<file path="src/rtl/gmii_rx_latency_probe_if.sv">
// GMII receive byte stream as seen by the probe: rx_dv qualifies rx_data every clock.
// The PHY drives it and the probe only listens.
interface gmii_rx_latency_probe_if;
    logic       rx_dv;
    logic [7:0] rx_data;

    modport master (output rx_dv, rx_data);
    modport slave  (input  rx_dv, rx_data);
endinterface

</file>
<file path="src/rtl/gmii_rx_latency_probe.sv">
// GMII rx probe: delimits frames, checks FCS/length, extracts magic + tx timestamp, reports latency.
// Status and counters are registered on the edge that samples rx_dv=0; there is no backpressure on the PHY stream.
module gmii_rx_latency_probe #(
    parameter logic [31:0] MAGIC     = 32'hDEADBEEF,
    parameter int          MAGIC_OFS = 42,
    parameter int          TS_OFS    = 46,
    parameter int          MIN_LEN   = 64,
    parameter int          MAX_PRE   = 7
) (
    input  logic                          clock,
    input  logic                          reset,
    gmii_rx_latency_probe_if.slave        gmii,
    input  logic [31:0]                   timer,
    output logic                          frame_done,
    output logic                          frame_ok,
    output logic                          crc_err,
    output logic                          short_err,
    output logic                          latency_valid,
    output logic [31:0]                   latency,
    output logic [15:0]                   good_cnt,
    output logic [15:0]                   err_cnt
);

    localparam int          PW          = $clog2(MAX_PRE + 1);
    localparam logic [PW-1:0] MAX_PRE_C = PW'(MAX_PRE);
    localparam logic [11:0] MAGIC_OFS_C = 12'(MAGIC_OFS);
    localparam logic [11:0] TS_OFS_C    = 12'(TS_OFS);
    localparam logic [11:0] MIN_LEN_C   = 12'(MIN_LEN);
    localparam logic [31:0] CRC_RESIDUE = 32'hC704DD7B;

    typedef enum logic [2:0] {
        WAIT_IDLE,
        IDLE,
        PRE,
        DATA,
        DROP
    } state_t;

    state_t        state;
    state_t        state_nxt;
    logic [PW-1:0] pre_cnt;
    logic [11:0]   byte_cnt;
    logic [31:0]   crc;
    logic [31:0]   magic_r;
    logic [31:0]   tx_ts;
    logic [31:0]   rx_ts;

    logic       dv;
    logic [7:0] dat;
    logic       crc_bad;
    logic       is_short;
    logic       good;
    logic       lat_hit;

    assign dv  = gmii.rx_dv;
    assign dat = gmii.rx_data;

    // MSB-first shift register fed LSB-first data bits: the bit-reverse of the
    // usual reflected Ethernet CRC, hence the C704DD7B residue.
    function automatic logic [31:0] crc_step(input logic [31:0] c, input logic [7:0] d);
        logic [31:0] r;
        r = c;
        for (int i = 0; i < 8; i++) begin
            if (r[31] ^ d[i]) r = {r[30:0], 1'b0} ^ 32'h04C11DB7;
            else              r = {r[30:0], 1'b0};
        end
        return r;
    endfunction

    assign crc_bad  = (crc != CRC_RESIDUE);
    assign is_short = (byte_cnt < MIN_LEN_C);
    assign good     = !crc_bad && !is_short;
    assign lat_hit  = good && (byte_cnt >= TS_OFS_C + 12'd4) && (magic_r == MAGIC);

    always_ff @(posedge clock or posedge reset) begin
        if (reset) state <= WAIT_IDLE;
        else       state <= state_nxt;
    end

    always_comb begin
        state_nxt = state;
        case (state)
            WAIT_IDLE: if (!dv) state_nxt = IDLE;
            IDLE: begin
                if (dv) state_nxt = (dat == 8'h55) ? PRE : DROP;
            end
            PRE: begin
                if (!dv)                                    state_nxt = IDLE;
                else if (dat == 8'hD5)                      state_nxt = DATA;
                else if (dat == 8'h55 && pre_cnt < MAX_PRE_C) state_nxt = PRE;
                else                                        state_nxt = DROP;
            end
            DATA:    if (!dv) state_nxt = IDLE;
            DROP:    if (!dv) state_nxt = IDLE;
            default: state_nxt = WAIT_IDLE;
        endcase
    end

    always_ff @(posedge clock or posedge reset) begin
        if (reset) begin
            pre_cnt       <= '0;
            byte_cnt      <= '0;
            crc           <= 32'hFFFFFFFF;
            magic_r       <= '0;
            tx_ts         <= '0;
            rx_ts         <= '0;
            frame_done    <= 1'b0;
            frame_ok      <= 1'b0;
            crc_err       <= 1'b0;
            short_err     <= 1'b0;
            latency_valid <= 1'b0;
            latency       <= '0;
            good_cnt      <= '0;
            err_cnt       <= '0;
        end else begin
            frame_done    <= 1'b0;
            latency_valid <= 1'b0;
            case (state)
                IDLE: begin
                    if (dv && dat == 8'h55) pre_cnt <= PW'(1);
                end
                PRE: begin
                    if (dv) begin
                        if (dat == 8'hD5) begin
                            byte_cnt <= '0;
                            crc      <= 32'hFFFFFFFF;
                            magic_r  <= '0;
                            tx_ts    <= '0;
                        end else if (dat == 8'h55 && pre_cnt < MAX_PRE_C) begin
                            pre_cnt <= pre_cnt + PW'(1);
                        end
                    end
                end
                DATA: begin
                    if (dv) begin
                        crc <= crc_step(crc, dat);
                        if (byte_cnt != 12'hFFF) byte_cnt <= byte_cnt + 12'd1;
                        if (byte_cnt >= MAGIC_OFS_C && byte_cnt < MAGIC_OFS_C + 12'd4)
                            magic_r <= {magic_r[23:0], dat};
                        if (byte_cnt >= TS_OFS_C && byte_cnt < TS_OFS_C + 12'd4)
                            tx_ts <= {tx_ts[23:0], dat};
                        // Both stamps reference byte TS_OFS, so frame length drops out.
                        if (byte_cnt == TS_OFS_C) rx_ts <= timer;
                    end else begin
                        frame_done <= 1'b1;
                        crc_err    <= crc_bad;
                        short_err  <= is_short;
                        frame_ok   <= good;
                        if (good) begin
                            if (good_cnt != 16'hFFFF) good_cnt <= good_cnt + 16'd1;
                        end else begin
                            if (err_cnt != 16'hFFFF) err_cnt <= err_cnt + 16'd1;
                        end
                        if (lat_hit) begin
                            latency       <= rx_ts - tx_ts;
                            latency_valid <= 1'b1;
                        end
                    end
                end
                default: ;
            endcase
        end
    end

endmodule

</file>
<file path="src/flat_wrapper.sv">
// flat-port wrapper written by rule: the top's interface ports become plain ports
module gmii_rx_latency_probe_flat 
#(
    parameter logic [31:0] MAGIC     = 32'hDEADBEEF,
    parameter int          MAGIC_OFS = 42,
    parameter int          TS_OFS    = 46,
    parameter int          MIN_LEN   = 64,
    parameter int          MAX_PRE   = 7
)
  (clock, reset, timer, frame_done, frame_ok, crc_err, short_err, latency_valid, latency, good_cnt, err_cnt, gmii_rx_dv, gmii_rx_data);
  gmii_rx_latency_probe_if gmii_i ();
  input  logic clock;
  input  logic reset;
  input  logic [31:0] timer;
  output logic frame_done;
  output logic frame_ok;
  output logic crc_err;
  output logic short_err;
  output logic latency_valid;
  output logic [31:0] latency;
  output logic [15:0] good_cnt;
  output logic [15:0] err_cnt;
  input wire logic [$bits(gmii_i.rx_dv)-1:0] gmii_rx_dv;
  input wire logic [$bits(gmii_i.rx_data)-1:0] gmii_rx_data;
  assign gmii_i.rx_dv = gmii_rx_dv;
  assign gmii_i.rx_data = gmii_rx_data;
  gmii_rx_latency_probe #(.MAGIC(MAGIC), .MAGIC_OFS(MAGIC_OFS), .TS_OFS(TS_OFS), .MIN_LEN(MIN_LEN), .MAX_PRE(MAX_PRE)) u_core (.clock(clock), .reset(reset), .gmii(gmii_i), .timer(timer), .frame_done(frame_done), .frame_ok(frame_ok), .crc_err(crc_err), .short_err(short_err), .latency_valid(latency_valid), .latency(latency), .good_cnt(good_cnt), .err_cnt(err_cnt));
endmodule
</file>
<file path="config.mk">
export PLATFORM = sky130hd
export DESIGN_NAME = gmii_rx_latency_probe_flat
export DESIGN_NICKNAME = d
export VERILOG_FILES = /design/src/rtl/gmii_rx_latency_probe_if.sv /design/src/rtl/gmii_rx_latency_probe.sv /design/src/flat_wrapper.sv
export SDC_FILE = /design/constraint.sdc
export NUM_CORES = 1
export LEC_CHECK = 0
export CAP_MARGIN = 0
export CORE_MARGIN = 8
export CORE_UTILIZATION = 45
export DETAILED_ROUTE_END_ITERATION = 8
export PLACE_DENSITY_LB_ADDON = 0.2
export SLEW_MARGIN = 20
export SYNTH_ARGS = -nofsm -noshare
export SYNTH_HDL_FRONTEND = slang
export SYNTH_SLANG_ARGS = --single-unit
</file>
<file path="constraint.sdc">
create_clock -name clock -period 8.6 [get_ports clock]
set_input_delay 0.86 -clock clock [delete_from_list [all_inputs] [get_ports clock]]
set_output_delay 0.86 -clock clock [all_outputs]
set_load 0.03 [all_outputs]
</file>
==> impl_results.md <==
- Outcome: completed
- Ys flop type: dfrtp_1
- Syn nets: 1260
- Gp weighted congestion: 0.863
- ANT cells: 0
- Maximum VDD drop: 0.159 mV
- Antenna Nets Post-Route: 0
- Max-slew violations: 0
- Worst path cell trace: clkdlybuf4s50_1 > nand2b_1 > or4b_4 > or2_2 > buf_4 > or4_1 > nand4_1
- Setup ws final: 5.23 ns
- Final non-filler cell total: 1621
- Main combinational cell family by area after synthesis: simple AND/OR/NAND/NOR gates
- WL final: 26900 um
- CTS tree: built
- Max Fclk: 297 MHz
- Router iterations before antenna repair: 5
- Max-cap violations: 0
- Biggest area consumer among synthesized cells: dfrtp_1
- CP arrival: 3.81 ns
- Post-DP HPWL: 19000 um
- M1 WL: 12800 um
- Ys Warns: 0
- # IOs: 112
- Post-CTS sizing: 0
- Relative slew slack: 0.351
- Critical R2R Capture: u_core.latency[29]$_DFFE_PP0P_
- Die area: 30500 um2
- Async SR Flop Fraction: 1.00
- Fin crit share: 0.392
- Gate Count Post-Synth: 1180
- Number of setup buffers added after CTS: 0
- Via count: 8691
- Endpoint kind of the worst setup timing path: flip-flop
- Port-buffer cells: 111
- Vias per inst: 5.36
- Cell Rows: 58
- Post-synthesis compound-gate area fraction: 0.144
- GRT overflow: 0
- Number of synthesized register bits: 215
- CP max stage cell: or4b_4
- Starting Density: 0.454
- Sequential cell area fraction in the yosys report: 0.478
- First-pass GRT wire length: 45100 um
- Worst hold-check path type: flip-flop to flip-flop
- Leakage power: 6.06 nW
- Final-stage net count: 1354
- WHS Path Cells: 2
- Commonest non-fill, non-tap cell in the layout: dfrtp_1
- Die width: 175 um
- Ratio of cells with drive above 1 in the final layout: 0.0976
- Post-route DRC: 0
- CTS HTree Levels: 1
- WL/cell: 16.6 um
- Met2 wire len: 12200 um
- Xor and xnor area share after synthesis: 0.0988
- Area growth syn-to-layout: 20.3%
- Avg Cell Area, Syn: 9.61 um2
- Final setup viols: 0
- Reg2reg setup slack: 5.34 ns
- Initial antenna violation count: 0
- Crit Path Max Fanout: 69
- Hold Fails Final Rpt: 0
- Placed cells: 1577
- Post-Synth Simple-Gate Area: 0.170
- Multiplexer share of the synthesized area: 0.0317
- CP max stage delay: 0.64 ns
- Adder-cell share of the synthesized area: 0.0415
- DRT iter0 DRCs: 647
- Chip height: 175 um
- Worst R2R Path Depth: 7
- Netlist cell types: 66
- Vias in the first global route: 8535
- RSZ-0062 raised after global routing: false
- Top layer reached by signal wires: met4
- Worst Skew: 0.0115 ns
- Place WS: 4.74 ns
- Critical Path Start Type: primary input
- Commonest non-fill, non-tap cells in the layout: dfrtp_1 (183), nand2_1 (175), clkdlybuf4s50_1 (111)
- Syn Std Cell Area: 11300 um2
- Clock sinks: 215
- Largest net degree at the start of global routing: 142
- CTS Buf Count: 25
- Fin crit period: 3.37 ns
- Global router's overall resource usage: 0.176
- Share of the synthesized area in the top cell type: 0.404
- Crit Path Class: primary input to flip-flop
- CP Data Required Time: 9.04 ns
- Clk_lat worst skew: 0.52 ns
- Hold buffers post-CTS: 0
- Core area: 25000 um2
- R2R Path Start: u_core.crc[11]$_DFFE_PP1P_
- Count of flip-flops with a built-in enable after synthesis: 0
- Pwr dens: 167 nW/um2
- Transition time of the tightest slew-check pin: 0.973 ns
- Top cells by area, synth: dfrtp_1 (40%), dfstp_2 (7.4%), nand2_1 (5.8%), xnor2_1 (5.5%), xor2_1 (4.4%)
- Hold Crit Endpoint: u_core.latency[8]$_DFFE_PP0P_
- Clock root buffer: clkbuf_16
- Met3 routed WL: 1380 um
- Worst Hold Launch: u_core.latency[8]$_DFFE_PP0P_
- Total negative setup slack: 0 ns
- Clock-pin slew on the worst setup and hold paths: 0.06 ns
- Max Root-Sink Buffers: 3
routing by layer:
layer,track usage,vias to the layer above
met5,0,-
li1,-,4326
met4,0.0364,0
met1,0.247,4147
met3,0.0304,38
met2,0.280,180
cell usage after synthesis (31+ instances only):
library cell	count
a21oi_1	67
inv_1	52
xor2_1	57
clkbuf_1	45
nor2_1	55
xnor2_1	71
ha_1	36
mux2_2	31
nand2_1	175
dfrtp_1	183
o21ai_0	87
dfstp_2	32
nor3_1	48
metrics by stage:
stage | hold WS [ns] | instance area (um2) | power [mW] | utilization
2_1_floorplan | 0.441 | 11300 | 1.11 | -
3_3_place_gp | 0.454 | 12700 | 1.15 | 0.510
3_5_place_dp | 0.466 | 12700 | 1.15 | 0.510
4_1_cts | 0.478 | 13600 | 2.30 | 0.546
5_1_grt | 0.494 | 13600 | 2.35 | 0.546
6_report | 0.474 | 13600 | 2.27 | 0.546
flip-flops by register name (all words and copies together), names as in the netlist:
name,count
u_core.good_cnt,16
u_core.crc,32
u_core.tx_ts,32
u_core.latency,32
u_core.frame_done,1
u_core.pre_cnt,3
u_core.latency_valid,1
u_core.rx_ts,32
u_core.frame_ok,1
u_core.state,3
u_core.short_err,1
u_core.crc_err,1
u_core.magic_r,32
u_core.err_cnt,16
u_core.byte_cnt,12
critical path: cells and delay by family:
kind          cells  cell delay (ns)
buf+inv           2             0.91
simple gates      5             1.99
final cells by class:
type,count,area [um2]
Tap cell,330,413
Fill cell,2265,11300
Multi-Input combinational cell,860,5540
Sequential cell,215,5420
Inverter,53,206
Clock buffer,35,723
Clock inverter,9,171
Timing Repair Buffer,119,1170
report_power, final:
part	switching (mW)	internal (mW)
Combinational	0.0610	0.0474
Sequential	0.00444	1.02
Clock	0.412	0.731
Total	0.478	1.80
worst max path at each step:
stage,start,endpoint,slack (ns),cells past startpoint
after floorplan,reset,u_core.byte_cnt[0]$_DFFE_PP0P_,1.91,1
after detailed placement,gmii_rx_dv,u_core.latency[29]$_DFFE_PP0P_,4.74,7
after global routing,gmii_rx_dv,u_core.latency[31]$_DFFE_PP0P_,5.12,9
after global placement,gmii_rx_dv,u_core.latency[29]$_DFFE_PP0P_,4.77,7
after CTS,gmii_rx_dv,u_core.latency[29]$_DFFE_PP0P_,5.28,7
final,gmii_rx_dv,u_core.latency[29]$_DFFE_PP0P_,5.23,7
cells by family after synthesis:
kind of cell,Yosys count
AOI/OAI and AO/OA,264
buffers and inverters,105
muxes,32
DFF,215
and+or+nand+nor,399
xor gates and xnor gates,128
adders and majority gates,37
Power figures use the tool's default switching activity.
